`config.mk`:
```
export PLATFORM = sky130hd
export DESIGN_NAME = busca_instrucao_flat
export DESIGN_NICKNAME = d
export VERILOG_FILES = /design/src/rtl/busca_instrucao_pkg.sv /design/src/rtl/busca_instrucao_if.sv /design/src/rtl/busca_instrucao_if_id.sv /design/src/rtl/busca_instrucao.sv /design/src/flat_wrapper.sv
export SDC_FILE = /design/constraint.sdc
export NUM_CORES = 1
export LEC_CHECK = 0
export ABC_AREA = 1
export ABC_CLOCK_PERIOD_IN_PS = 2800
export CORE_ASPECT_RATIO = 0.9
export CORE_MARGIN = 3
export CORE_UTILIZATION = 35
export CTS_CLUSTER_DIAMETER = 60
export CTS_CLUSTER_SIZE = 28
export DETAILED_ROUTE_END_ITERATION = 8
export SYNTH_ARGS = -nofsm -noshare
export SYNTH_HDL_FRONTEND = slang
export SYNTH_SLANG_ARGS = --single-unit
```
`constraint.sdc`:
```
create_clock -name clk -period 2.8 [get_ports clk]
set_input_delay 0.84 -clock clk [delete_from_list [all_inputs] [get_ports clk]]
set_output_delay 0.84 -clock clk [all_outputs]
set_load 0.02 [all_outputs]
```
`src/rtl/busca_instrucao_pkg.sv`:
```
`default_nettype none
// ============================================================================
// Module      : pacote_mips
// Description : Constants and FSM encoding shared by the MIPS fetch stage.
// Revision    : 1.0
// ============================================================================
package pacote_mips;

    localparam logic [31:0] NOP          = 32'h0000_0000;
    localparam logic [31:0] INCREMENTO_PC = 32'd4;

    typedef enum logic [1:0] {
        BOOT = 2'b00,
        RUN  = 2'b01,
        ERRO = 2'b10
    } estado_t;

    function automatic logic alinhado(input logic [31:0] endereco);
        return endereco[1:0] == 2'b00;
    endfunction

endpackage
`default_nettype wire

```
`src/rtl/busca_instrucao_if.sv`:
```
`default_nettype none
// ============================================================================
// Module      : busca_instrucao_if
// Description : Hazard/redirect inputs, memory port and IF/ID outputs of fetch.
// Revision    : 1.0
// ============================================================================
interface busca_instrucao_if;

    logic        stall;
    logic        desvio;
    logic [31:0] alvo_desvio;
    logic [31:0] instrucao;
    logic [31:0] pc;
    logic [31:0] if_id_instrucao;
    logic [31:0] if_id_pc4;
    logic        if_id_valido;
    logic        erro_alinhamento;
    logic [31:0] contador_busca;

    modport master (
        input  stall, desvio, alvo_desvio, instrucao,
        output pc, if_id_instrucao, if_id_pc4, if_id_valido,
               erro_alinhamento, contador_busca
    );

    modport slave (
        output stall, desvio, alvo_desvio, instrucao,
        input  pc, if_id_instrucao, if_id_pc4, if_id_valido,
               erro_alinhamento, contador_busca
    );

endinterface
`default_nettype wire

```
`src/rtl/busca_instrucao_if_id.sv`:
```
`default_nettype none
// ============================================================================
// Module      : registrador_if_id
// Description : Pipeline register with enable, synchronous bubble clear and
//               asynchronous active-low reset.
// Revision    : 1.0
// ============================================================================
module registrador_if_id #(
    parameter int WIDTH = 64
) (
    input  wire logic             clk,
    input  wire logic             rst_n,
    input  wire logic             enable,
    input  wire logic             clear,
    input  wire logic [WIDTH-1:0] dado,
    input  wire logic             valido,
    output logic      [WIDTH-1:0] dado_q,
    output logic                  valido_q
);

    // Clear wins over enable so a squash is never lost behind a stall.
    always_ff @(posedge clk or negedge rst_n) begin
        if (!rst_n) begin
            dado_q   <= '0;
            valido_q <= 1'b0;
        end else if (clear) begin
            dado_q   <= '0;
            valido_q <= 1'b0;
        end else if (enable) begin
            dado_q   <= dado;
            valido_q <= valido;
        end
    end

endmodule
`default_nettype wire

```
`src/rtl/busca_instrucao.sv`:
```
`default_nettype none
// ============================================================================
// Module      : busca_instrucao
// Description : MIPS instruction fetch: PC, next-PC mux, boot delay, FSM, IF/ID.
// Revision    : 1.0
// ============================================================================
module busca_instrucao
    import pacote_mips::*;
#(
    parameter logic [31:0] RESET_PC    = 32'h0000_0000,
    parameter int          BOOT_CYCLES = 2
) (
    input  wire logic           clk,
    input  wire logic           rst_n,
    busca_instrucao_if.master   bus
);

    localparam logic [3:0] BOOT_ULTIMO = 4'(BOOT_CYCLES - 1);
    localparam logic [31:0] PC_INICIAL = {RESET_PC[31:2], 2'b00};

    estado_t     estado;
    estado_t     prox_estado;
    logic [3:0]  cont_boot;
    logic [3:0]  prox_cont_boot;
    logic [31:0] pc_r;
    logic [31:0] prox_pc;
    logic [31:0] pc_mais4;
    logic [31:0] contador_r;
    logic        erro_r;
    logic        limpa_if_id;
    logic        conta;
    logic        seta_erro;
    logic [63:0] if_id_dado;

    assign pc_mais4 = pc_r + INCREMENTO_PC;

    always_ff @(posedge clk or negedge rst_n) begin
        if (!rst_n) begin
            estado     <= BOOT;
            cont_boot  <= 4'd0;
            pc_r       <= PC_INICIAL;
            contador_r <= 32'd0;
            erro_r     <= 1'b0;
        end else begin
            estado     <= prox_estado;
            cont_boot  <= prox_cont_boot;
            pc_r       <= prox_pc;
            if (conta)
                contador_r <= contador_r + 32'd1;
            if (seta_erro)
                erro_r <= 1'b1;
        end
    end

    always_comb begin
        prox_estado    = estado;
        prox_cont_boot = cont_boot;
        prox_pc        = pc_r;
        limpa_if_id    = 1'b1;
        conta          = 1'b0;
        seta_erro      = 1'b0;
        case (estado)
            BOOT: begin
                prox_cont_boot = cont_boot + 4'd1;
                if (cont_boot == BOOT_ULTIMO)
                    prox_estado = RUN;
            end
            RUN: begin
                limpa_if_id = 1'b0;
                // A redirect squashes the current fetch even when stalled.
                if (bus.desvio) begin
                    limpa_if_id = 1'b1;
                    if (!alinhado(bus.alvo_desvio)) begin
                        seta_erro   = 1'b1;
                        prox_estado = ERRO;
                    end else begin
                        prox_pc = bus.alvo_desvio;
                    end
                end else if (!bus.stall) begin
                    prox_pc = pc_mais4;
                    conta   = 1'b1;
                end
            end
            ERRO: begin
                prox_estado = ERRO;
            end
            default: begin
                prox_estado = ERRO;
            end
        endcase
    end

    registrador_if_id #(
        .WIDTH (64)
    ) u_if_id (
        .clk      (clk),
        .rst_n    (rst_n),
        .enable   (~bus.stall),
        .clear    (limpa_if_id),
        .dado     ({bus.instrucao, pc_mais4}),
        .valido   (1'b1),
        .dado_q   (if_id_dado),
        .valido_q (bus.if_id_valido)
    );

    assign bus.pc               = pc_r;
    assign bus.if_id_instrucao  = if_id_dado[63:32];
    assign bus.if_id_pc4        = if_id_dado[31:0];
    assign bus.erro_alinhamento = erro_r;
    assign bus.contador_busca   = contador_r;

endmodule
`default_nettype wire
```
`src/flat_wrapper.sv`:
```
// flat-port wrapper written by rule: the top's interface ports become plain ports
module busca_instrucao_flat import pacote_mips::*;
#(
    parameter logic [31:0] RESET_PC    = 32'h0000_0000,
    parameter int          BOOT_CYCLES = 2
)
  (clk, rst_n, bus_stall, bus_desvio, bus_alvo_desvio, bus_instrucao, bus_pc, bus_if_id_instrucao, bus_if_id_pc4, bus_if_id_valido, bus_erro_alinhamento, bus_contador_busca);
  busca_instrucao_if bus_i ();
  input  wire logic clk;
  input  wire logic rst_n;
  input wire logic [$bits(bus_i.stall)-1:0] bus_stall;
  input wire logic [$bits(bus_i.desvio)-1:0] bus_desvio;
  input wire logic [$bits(bus_i.alvo_desvio)-1:0] bus_alvo_desvio;
  input wire logic [$bits(bus_i.instrucao)-1:0] bus_instrucao;
  output wire logic [$bits(bus_i.pc)-1:0] bus_pc;
  output wire logic [$bits(bus_i.if_id_instrucao)-1:0] bus_if_id_instrucao;
  output wire logic [$bits(bus_i.if_id_pc4)-1:0] bus_if_id_pc4;
  output wire logic [$bits(bus_i.if_id_valido)-1:0] bus_if_id_valido;
  output wire logic [$bits(bus_i.erro_alinhamento)-1:0] bus_erro_alinhamento;
  output wire logic [$bits(bus_i.contador_busca)-1:0] bus_contador_busca;
  assign bus_i.stall = bus_stall;
  assign bus_i.desvio = bus_desvio;
  assign bus_i.alvo_desvio = bus_alvo_desvio;
  assign bus_i.instrucao = bus_instrucao;
  assign bus_pc = bus_i.pc;
  assign bus_if_id_instrucao = bus_i.if_id_instrucao;
  assign bus_if_id_pc4 = bus_i.if_id_pc4;
  assign bus_if_id_valido = bus_i.if_id_valido;
  assign bus_erro_alinhamento = bus_i.erro_alinhamento;
  assign bus_contador_busca = bus_i.contador_busca;
  busca_instrucao #(.RESET_PC(RESET_PC), .BOOT_CYCLES(BOOT_CYCLES)) u_core (.clk(clk), .rst_n(rst_n), .bus(bus_i));
endmodule
```
; After elaboration in Yosys (flattened, before gate mapping)
; Cells that the tools add are included.
[totals]
regBits = 136
inputBits = 68
out_inout_bits = 130
wordCells = 41
[op_classes]
n_addsub = 3
n_eq_ne = 8
n_mux = 19
n_reduce_logical = 4
[op_table]
columns = operator, count
row1 = 64-bit two-way mux, 2
row2 = 32-bit two-way mux, 3
row3 = 32-bit by 1-bit adder with 32-bit output (second input constant), 1
row4 = 32-bit by 3-bit adder with 32-bit output (second input constant), 1
row5 = 1-bit two-way mux, 10
row6 = 2-bit by 1-bit != test with 1-bit output (second input constant), 4
row7 = 2-bit two-way mux, 3
row8 = 3-bit AND reduction, 2
row9 = 4-bit by 1-bit adder with 4-bit output (second input constant), 1
row10 = 4-bit by 1-bit equality test with 1-bit output (second input constant), 1
row11 = 2-bit logical NOT, 2
row12 = 2-bit != test (second input constant), 2
row13 = 2-bit one-hot mux with 2 select lines, 1
row14 = 2-bit by 1-bit equality test with 1-bit output (second input constant), 1

; Longest topological paths before layout
[logic_depth]
word_depth = 4
ltp_mapped = 10
ltp_nobuf = 10

; Hierarchy
; A second synthesis with hierarchy kept.
[hier_totals]
cells_unflattened = 1010
area_unflattened_um2 = 7364.6
[by_module_without_submodules]
columns = module, n_inst, cells_per_inst, area_each_um2, seq_area_each_um2
row1 = busca_instrucao, 1, 727, 4773.3, 1776.7
row2 = registrador_if_id, 1, 283, 2591.2, 1626.6

; Least setup slack after synthesis
; Ideal clock, no wire load.
[synth_path]
path_type = input to register
from = input bus_desvio
to = register u_core.contador_r[24] (netlist: u_core.bus.contador_busca[24])
setup_ns = 0.113
t_arrival_ns = 1.666
t_required_ns = 2.687
path_slack_ns = 1.021
path_stages = 9
n_path_buf = 1
cell_sequence = nor2_2 > nand2_4 > buf_6 > inv_6 > nand2_1 > nor2_2 > nand4_1 > nand2_1 > inv_1
[synth_between]
elab_chain_cells = 2
[synth_lines]
columns = element, line_no
row1 = from (decl), flat_wrapper.sv:12  ; input wire logic [$bits(bus_i.desvio)-1:0] bus_desvio;
row2 = 1-bit two-way mux, busca_instrucao.sv:71  ; if (bus.desvio) begin
row3 = 1-bit two-way mux, busca_instrucao.sv:62  ; case (estado)
row4 = to (signal assigned), busca_instrucao.sv:49  ; contador_r <= contador_r + 32'd1;
row5 = to (decl), busca_instrucao.sv:28  ; logic [31:0] contador_r;
; No other way between the ends.
; A chain may end at the register's enable or synchronous reset.

; Worst setup path in the final report
[layout_path]
from = register u_core.pc_r[4] (netlist: u_core.bus.pc[4])
to = output bus_pc[4]
[layout_rtl]
columns = element, line_no
row1 = from (decl), busca_instrucao.sv:25  ; logic [31:0] pc_r;
row2 = from (signal assigned), busca_instrucao.sv:47  ; pc_r <= prox_pc;
row3 = to (decl), flat_wrapper.sv:15  ; output wire logic [$bits(bus_i.pc)-1:0] bus_pc;
; No word-level cell between the ends.

==> results.md <==
* Tmin final at 2.42 ns
* Reg2reg start: u_core.bus.pc[2]$_DFFE_PN0P_
* Slew Viols, Final at 0
* Most frequent cells in the layout: nand2_1 (330), clkdlybuf4s50_1 (196), dfrtp_1 (136)
* Post-synth cell types at 36
* Ys async rst share at 100%
* Crit end category: primary output
* Latest clock arrival within the worst-skew pair at around 0.42 ns
* Die Width at 155 µm
* 1st-pass router iterations at 5
* Total GRT Usage at between 10% and 20%
* Fmax at between 400 and 500 MHz
* Row count at 48
* Layout cell share with drive strength beyond 1 at about 7%
* Vert. Die Dim at between 100 and 150 µm
* # IOs at ~200
* Worst Path Buf+Inv at 1
* Nets at between 1000 and 1500
* Die area at around 22000 µm²
* Pwr dens at around 450 nW/µm²
* # fillers at around 1900
* Critical path's top delay family: buffers and inverters
* YS warnings at 0
* Startpoint Class: flop
* Slew at the pin closest to its max-slew limit at 0.644 ns
* Clk slew on worst S/H paths at around 0.060 ns
* Post-synth net total at about 960
* Setup Total Neg Slack at 0 ns
* First-pass GRT wire length at around 34000 µm
* Total gr overflow at 0
* Number of CTS-inserted buffers at 17
* Total of max-cap violations at 0
* Port buffer count at approximately 200
* Initial Util at 36.2%
* WP data arrival at roughly 1.6 ns
* Commonest register cell after synthesis: dfrtp_1
* CTS resizes at 0
* Placed cells at around 1300
* Post-Synthesis Cells at just under 900
* DRT Wirelength at 21100 µm
* Slew HR at between 50% and 60%
* 1st-iter DRT viols at slightly above 400
* Final period util at 86.6%
* GP Congestion at about 0.86
* Maximum resistive drop on vdd at between 0.0002 and 0.0003 V
* Max incr delay on CP at roughly 0.69 ns
* Clock sink count at between 100 and 150
* Setup crit start: u_core.bus.pc[4]$_DFFE_PN0P_
* DR vias/cell at about 4.7
* WS Path Type: reg -> out
* Non-Filler Instances at approximately 1300
* Final setup fails at 0
* RSZ-0062 raised after global routing: no
* CP required at approximately 2.0 ns
* Largest net degree at the start of global routing at 56
* LEAKAGE at around 4.4 nW
* Vias in the first global route at around 6300
* Via count at between 6000 and 7000
* Critical path fanouts, max at 7
* Postcts setup bufs at 0
* CTS tree: done
* CORE AREA at 19400 µm²
* Final Skew at approximately 0.0073 ns
* Cell area after synthesis at ~7000 µm²
* DP Area at ~9000 µm²
* Yosys reg bits at 136
* Clk root buf: clkbuf_16
* Routed len/inst at ~16 µm
* Detailed Place HPWL at approximately 16000 µm
* Outcome: finished clean
* Post-synthesis area per instance at approximately 8 µm²
* Area delta synth->final at 40.1%
* Seq/Total Area, Yosys at 48.5%
* H-tree Lvls at 4
* Post-route cell area at 9830 µm²
* Most common cell after layout, fill and taps aside: nand2_1
* CP max-delay cell: clkdlybuf4s50_1
* CTS Buffer Depth at 2
* Initial antenna violation count at 2
* Worst-path cell chain: clkdlybuf4s50_1
* # DRC at 0
* Hold buffers post-CTS at 0
* Min-Delay Path Class: in -> async
* ANT nets after route at 0
* Final hold vios at 0
* EDFF count, synth at 0
-- Yosys cell counts, types with 2 or more instances --
master | count | area (µm²)
a31oi_1 | 2 | 12.5
nand3_1 | 43 | 215
a22o_1 | 34 | 298
buf_6 | 10 | 113
dfrtp_1 | 136 | 3400
a21o_1 | 2 | 15.0
o21ai_1 | 5 | 25.0
nor2_2 | 13 | 81.3
buf_1 | 2 | 7.51
nor2_4 | 8 | 90.1
a21oi_1 | 5 | 25.0
buf_2 | 10 | 50.1
nand4_1 | 9 | 56.3
nand2_4 | 2 | 22.5
nor2_1 | 120 | 450
ha_1 | 4 | 50.1
xnor2_1 | 10 | 87.6
inv_2 | 2 | 7.51
nand3_2 | 3 | 30.0
o211ai_1 | 3 | 22.5
nand2_2 | 3 | 18.8
inv_1 | 54 | 203
clkbuf_1 | 4 | 15.0
nand2_1 | 330 | 1240
nand3b_1 | 8 | 60.1
o21ai_0 | 29 | 145
and2_1 | 5 | 31.3
xor2_1 | 19 | 166
-- registers in the layout (all words and copies together) (netlist names) --
signal / flops
u_core.bus.erro_alinhamento: 1
u_core.u_if_id.dado_q: 64
u_core.estado: 2
u_core.bus.contador_busca: 32
u_core.u_if_id.valido_q: 1
u_core.bus.pc: 32
u_core.cont_boot: 4
-- per-layer routing --
layer / wire length [µm] / up-vias / global-route usage [%]
met5: 0 / - / 0
met4: 374 / 0 / 5.62
met3: 1400 / 25 / 4.82
met2: 8910 / 202 / 28.3
met1: 10400 / 2937 / 29.4
li1: - / 3213 / -
-- report_power, final --
part	internal [mW]	total (mW)	switching, mW	leakage, nW
Sequential	1.97	1.97	0	1.84
Combinational	0.0970	0.180	0.0825	2.32
Clock	1.34	2.23	0.892	0.280
Total	3.41	4.38	0.974	4.44
-- kinds of logic after synthesis --
group	after synthesis	synth area share, %
AND/OR/NAND/NOR	548	33.2
buffers and inverters	83	5.76
XOR/XNOR	29	3.62
adder cells (fa/ha/maj)	4	0.713
AO/OA/AOI/OAI	83	8.17
flip-flops	136	48.5
-- final timing paths --
check	slack, ns	cells past startpoint	endpoint
worst min-delay path	0.37	1	u_core.u_if_id.dado_q[48]$_DFFE_PN0P_
worst min register to register	0.47	1	u_core.bus.erro_alinhamento$_DFFE_PN0P_
max in group asynchronous	1.74	2	u_core.bus.contador_busca[22]$_DFFE_PN0P_
worst max register to register	1.03	10	u_core.u_if_id.dado_q[24]$_DFFE_PN0P_
min in group clk	0.47	1	u_core.bus.erro_alinhamento$_DFFE_PN0P_
worst max-delay path	0.38	1	bus_pc[4]
-- area by class of cell --
class | instances | area (µm²) | share of cell area (%)
inverter | 57 | 219 | 2.23
clock inverter | 13 | 145 | 1.48
timing repair buffer | 208 | 2090 | 21.3
antenna | 2 | 5.00 | 0.0509
clock buffer | 19 | 443 | 4.51
multi-input combinational | 664 | 3210 | 32.6
sequential | 136 | 3400 | 34.6
tap | 250 | 313 | 3.18
-- through the flow --
| stage | setup slack [ns] | hold slack, ns | power [mW] | util (%) |
|---|---|---|---|---|
| 2_1_floorplan | 1.02 | 0.446 | 2.03 | - |
| 3_3_place_gp | 0.181 | 0.460 | 2.18 | 47.6 |
| 3_5_place_dp | 0.141 | 0.464 | 2.18 | 47.6 |
| 4_1_cts | 0.349 | 0.386 | 4.44 | 50.7 |
| 5_1_grt | 0.307 | 0.407 | 4.53 | 50.7 |
| 6_report | 0.376 | 0.374 | 4.38 | 50.7 |
No activity file was read; power rests on OpenSTA's default activity.
